==> src/rtl/dmem_port_arbiter.sv <==
// dmem_port_arbiter
//   Shares the single DataMemory port between two requesters (port 0: CPU
//   load/store, port 1: IO/loader DMA). Round-robin arbitration when both ask
//   at once, one transaction in flight, req/ack handshake. Each access runs
//   IDLE -> ACCESS -> (load: WAIT) -> ACK -> IDLE.
//
//   state  | meaning
//   IDLE   | sample requests, latch winner's command
//   ACCESS | drive address/size/data, pulse write enable or start read
//   WAIT   | hold read command while the registered read matures
//   ACK    | one-cycle ack to the granted port, memory idle
//
// Ports
//   clk, rst          clock, async active-high reset
//   m{0,1}_req/we/addr/wdata/size  requester command, held until ack
//   m{0,1}_ack        one-cycle completion pulse
//   m{0,1}_rdata      last load result for that port
//   mem_*             DataMemory interface (mem_out is the read return)
module dmem_port_arbiter #(
  parameter int READ_LATENCY = 1
) (
  input  logic        clk,
  input  logic        rst,
  input  logic        m0_req,
  input  logic        m0_we,
  input  logic [31:0] m0_addr,
  input  logic [31:0] m0_wdata,
  input  logic [2:0]  m0_size,
  output logic        m0_ack,
  output logic [31:0] m0_rdata,
  input  logic        m1_req,
  input  logic        m1_we,
  input  logic [31:0] m1_addr,
  input  logic [31:0] m1_wdata,
  input  logic [2:0]  m1_size,
  output logic        m1_ack,
  output logic [31:0] m1_rdata,
  output logic [31:0] mem_access_addr,
  output logic [31:0] mem_in,
  output logic        mem_write_en,
  output logic        mem_read_en,
  output logic [2:0]  mem_data_size,
  input  logic [31:0] mem_out
);

  localparam int CW = $clog2(READ_LATENCY + 1);
  localparam logic [CW-1:0] RL_CNT = CW'(READ_LATENCY);

  localparam logic [1:0] S_IDLE   = 2'd0;
  localparam logic [1:0] S_ACCESS = 2'd1;
  localparam logic [1:0] S_WAIT   = 2'd2;
  localparam logic [1:0] S_ACK    = 2'd3;

  logic [1:0]    state_q, state_d;
  logic          rr_q, rr_d;
  logic          gnt_q, gnt_d;
  logic          cmd_we_q, cmd_we_d;
  logic [31:0]   cmd_addr_q, cmd_addr_d;
  logic [31:0]   cmd_wdata_q, cmd_wdata_d;
  logic [2:0]    cmd_size_q, cmd_size_d;
  logic [CW-1:0] cnt_q, cnt_d;
  logic [31:0]   rdata0_q, rdata0_d;
  logic [31:0]   rdata1_q, rdata1_d;

  always_comb begin
    state_d     = state_q;
    rr_d        = rr_q;
    gnt_d       = gnt_q;
    cmd_we_d    = cmd_we_q;
    cmd_addr_d  = cmd_addr_q;
    cmd_wdata_d = cmd_wdata_q;
    cmd_size_d  = cmd_size_q;
    cnt_d       = cnt_q;
    rdata0_d    = rdata0_q;
    rdata1_d    = rdata1_q;
    case (state_q)
      S_IDLE: begin
        if (m0_req || m1_req) begin
          // Contention goes to the rr pointer; a lone request does not move it.
          if (m0_req && m1_req) begin
            gnt_d = rr_q;
            rr_d  = ~rr_q;
          end else begin
            gnt_d = m1_req;
          end
          cmd_we_d    = gnt_d ? m1_we    : m0_we;
          cmd_addr_d  = gnt_d ? m1_addr  : m0_addr;
          cmd_wdata_d = gnt_d ? m1_wdata : m0_wdata;
          cmd_size_d  = gnt_d ? m1_size  : m0_size;
          state_d     = S_ACCESS;
        end
      end
      S_ACCESS: begin
        if (cmd_we_q) begin
          state_d = S_ACK;
        end else begin
          cnt_d   = RL_CNT;
          state_d = S_WAIT;
        end
      end
      S_WAIT: begin
        cnt_d = cnt_q - CW'(1);
        if (cnt_q == CW'(1)) begin
          if (gnt_q) rdata1_d = mem_out;
          else       rdata0_d = mem_out;
          state_d = S_ACK;
        end
      end
      default: state_d = S_IDLE;
    endcase
  end

  always_ff @(posedge clk or posedge rst) begin
    if (rst) begin
      state_q     <= S_IDLE;
      rr_q        <= 1'b0;
      gnt_q       <= 1'b0;
      cmd_we_q    <= 1'b0;
      cmd_addr_q  <= '0;
      cmd_wdata_q <= '0;
      cmd_size_q  <= '0;
      cnt_q       <= '0;
      rdata0_q    <= '0;
      rdata1_q    <= '0;
    end else begin
      state_q     <= state_d;
      rr_q        <= rr_d;
      gnt_q       <= gnt_d;
      cmd_we_q    <= cmd_we_d;
      cmd_addr_q  <= cmd_addr_d;
      cmd_wdata_q <= cmd_wdata_d;
      cmd_size_q  <= cmd_size_d;
      cnt_q       <= cnt_d;
      rdata0_q    <= rdata0_d;
      rdata1_q    <= rdata1_d;
    end
  end

  // Address and size stay up through WAIT: the memory extends mem_out
  // combinationally from mem_data_size.
  always_comb begin
    m0_ack          = (state_q == S_ACK) && !gnt_q;
    m1_ack          = (state_q == S_ACK) &&  gnt_q;
    m0_rdata        = rdata0_q;
    m1_rdata        = rdata1_q;
    mem_access_addr = '0;
    mem_in          = '0;
    mem_data_size   = '0;
    mem_write_en    = 1'b0;
    mem_read_en     = 1'b0;
    if (state_q == S_ACCESS || state_q == S_WAIT) begin
      mem_access_addr = cmd_addr_q;
      mem_data_size   = cmd_size_q;
    end
    if (state_q == S_ACCESS) begin
      mem_in       = cmd_wdata_q;
      mem_write_en = cmd_we_q;
      mem_read_en  = !cmd_we_q;
    end
    if (state_q == S_WAIT) mem_read_en = 1'b1;
  end

endmodule

==> config.mk <==
export PLATFORM = sky130hd
export DESIGN_NAME = dmem_port_arbiter
export DESIGN_NICKNAME = d
export VERILOG_FILES = /design/src/rtl/dmem_port_arbiter.sv
export SDC_FILE = /design/constraint.sdc
export NUM_CORES = 1
export LEC_CHECK = 0
export CAP_MARGIN = 20
export CORE_UTILIZATION = 45
export DETAILED_ROUTE_END_ITERATION = 10
export GPL_TIMING_DRIVEN = 1
export PLACE_DENSITY = 0.9
export SLEW_MARGIN = 20
export SYNTH_ARGS = -nofsm -noshare
export SYNTH_HDL_FRONTEND = slang
export SYNTH_SLANG_ARGS = --single-unit
==> constraint.sdc <==
create_clock -name clk -period 13.85 [get_ports clk]
set_input_delay 2.77 -clock clk [delete_from_list [all_inputs] [get_ports clk]]
set_output_delay 2.77 -clock clk [all_outputs]
set_load 0.05 [all_outputs]
==> results.cfg <==
[run_status]
status = completed

[synth]
ys.flop_type = dfrtp_1
syn_area_per_cell_um2 = 10.5
ys_ff_latch = 137
synth_most_common_cell = dfrtp_1
yosys_warnings = 0
synth_top_area_cell = dfrtp_1
synthArstFlopShare_pct = 100
yosys-top-cells-area = dfrtp_1 52%, mux2_4 6.8%, and2_1 6.5%
synth-edff-count = 0
yosys.area.top_type_share_pct = 51.7
ys_seq_area_share_pct = 51.7
syn-num-nets = 808
syn_inst = 632
synth_common_cells = 137 x dfrtp_1, 70 x nand3_1, 70 x nor2_1
synth.distinct_cells = 28
syn_area_um2 = 6630

[sta]
maxSlewViolCount = 0
setup_tns_ns = 0
hold_viol = 0
rsz0062_at_grt = no
timing.final.crit_share_pct = 40.2
worstMarginPinSlew_ns = 1.04
timing.hold.ws_ns = 0.487
fin_crit_ns = 5.56
fmax_mhz = 180
slew_headroom_pct = 30.5
setup_violations = 0
fin_skew_ns = 0.00939

[power]
pwr-share-clk_pct = 14.6
seqPwrFrac_pct = 23.4
combinationalPowerShare_pct = 62.0
vdd_drop_max_mv = 0.333
switching_share_pct = 48.8
p_leak_nw = 4.16
powerDensity_nw_per_um2 = 306
p_int_mw = 1.60
p_sw_mw = 1.53

[placement]
place_hpwl_mm = 13.9
place.port_buffers = 306
finalWeightedCongestion = 0.860
dpl_cell_area_um2 = 9630

[grt]
grt-ovfl-total = 0
grt_pass1_wl_mm = 30.4
grt.total_usage_pct = 26.6
antenna_found_initial = 1
grt_max_degree = 98
grt_pass1_vias = 5857

[worst_setup_path]
r2r_setup_slack_ns = 11.48
worstPathRequired_ns = 11.08
cp-end-kind = output pin
cp-start-kind = flop
arrival_ns = 2.79
cp.depth = 5
critPathBufInv = 3
cp_max_fo = 22
timing.rr.start = state_q[1]
critical_path.cell_chain = inv_1 > ha_1 > buf_4 > and2_1 > clkdlybuf4s50_1
worst_path_max_delay_cell = clkdlybuf4s50_1
r2r_end = cmd_size_q[2]
worstSetupPathType = flop to output pin
reg2reg_depth = 6
cpLargestDelayFamily = buffers and inverters
slowest_delay_ns = 0.81

[clocking]
root_buffer = clkbuf_16
htreeDepth = 4
clock_path_buffers = 2
cts_sinks = 137
postCtsSetupBuffers = 0
clk_latency_ns = 0.41
cts_resized = 0
postCtsHoldBufs = 0
cts_tree = built
numCtsBuffers = 17
clkTransAtPathRegs_ns = 0.06

[run]
max-cap-violations = 0

[routing]
vias = 5874
drt_iter0_drc = 342
route.detailed.drc = 0
viasPerCell = 5.36
wire_per_inst_um = 18.2
dr.pass1.iters = 5
ant_nets = 0
routed_wl_mm = 20.0

[hold_path]
hp-start = rr_q
hold_end = rr_q
hold_depth = 1
min_path_type = flop to flop

[final_layout]
antenna_cells = 0
drive_gt1_share_pct = 11.7
final_nets = 1081
utilization_pct = 72.2
fillers = 978
final_area_um2 = 10200
area_delta_synth_final_pct = 54.1

[floorplanning]
chipWidth_um = 123
placeableCoreArea_um2 = 14100
ios = 307
fp-row-count = 43
fp.dieArea_um2 = 15200
start_util_pct = 46.9
die_h_um = 123
-- per-stage QoR --
stage               power [mW]  setup WS, ns  cells
finish                    3.13          8.29   1096
detailed placement        2.68          8.56   1066
global route              3.28          8.11   1096
global placement          2.63          8.67   1066
floorplan                 2.06          7.41    632
CTS                       3.15          8.10   1096
-- cell usage in the layout, fill, tap and decap left out, types with 5 or more instances in the layout --
cell type	Yosys	layout
and2_1	69	69
inv_1	6	5
a31oi_1	68	68
nand3_1	70	70
buf_4	10	6
dfrtp_1	137	137
o21ai_1	9	9
clkdlybuf4s50_1	0	305
nor2_1	70	70
o21ai_0	61	61
clkbuf_16	0	17
mux2_4	30	30
mux2_2	32	32
-- how the worst max path moves through the flow --
stage	start	end	slack (ns)
after floorplan	rst	cmd_addr_q[0]	7.41
after global placement	state_q[0]	mem_access_addr[26]	8.67
after detailed placement	state_q[1]	mem_access_addr[28]	8.56
after CTS	state_q[1]	mem_access_addr[28]	8.10
after global routing	state_q[1]	mem_in[20]	8.11
final	state_q[1]	mem_in[22]	8.29
-- cells by family (layout without fill, tap and decap cells) --
family	after synthesis	after routing	synth area share, %
simple gates	215	215	16.5
compound gates	142	142	12.1
flops	137	137	51.7
mux	67	67	13.1
buf+inv	65	349	5.60
fa+ha+maj	4	4	0.755
xor+xnor	2	2	0.264
-- layer usage --
| layer | wire [um] | vias to the layer above | GRT usage, % |
|---|---|---|---|
| li1 | - | 2762 | - |
| met1 | 7530 | 2792 | 29.8 |
| met2 | 10200 | 277 | 45.9 |
| met3 | 1680 | 43 | 8.35 |
| met4 | 591 | 0 | 12.3 |
| met5 | 0 | - | 0 |
-- flip-flops by register name (all words and copies together), names as in the netlist --
signal / cells
gnt_q: 1
cnt_q: 1
state_q: 2
cmd_size_q: 3
m0_rdata: 32
cmd_wdata_q: 32
rr_q: 1
m1_rdata: 32
cmd_we_q: 1
cmd_addr_q: 32
-- final cells by class --
type                    instances  area (um2)  share of cell area (%)
repair buffers                312        3100                    30.4
clock buffers                  18         439                    4.30
well taps                     180         225                    2.20
inverters                       7        31.3                   0.306
multi-input cells             430        2840                    27.8
clock inverters                12         150                    1.47
flip-flops and latches        137        3430                    33.5
-- power by group through the flow --
stage	registers, mW	clock network, mW	logic (mW)
global placement	0.722	0	1.91
detailed placement	0.735	0	1.94
floorplan	1.04	0	1.02
global route	0.757	0.482	2.05
finish	0.731	0.457	1.94
CTS	0.733	0.464	1.95
-- worst register-to-register path, stage by stage (launching register included) --
cell and delay (ns):
dfrtp_1 0.42, inv_1 0.10, ha_2 0.23, o21a_4 0.41, buf_4 0.79, nor2_1 0.15, a31oi_1 0.19
Power figures use the tool's default switching activity.
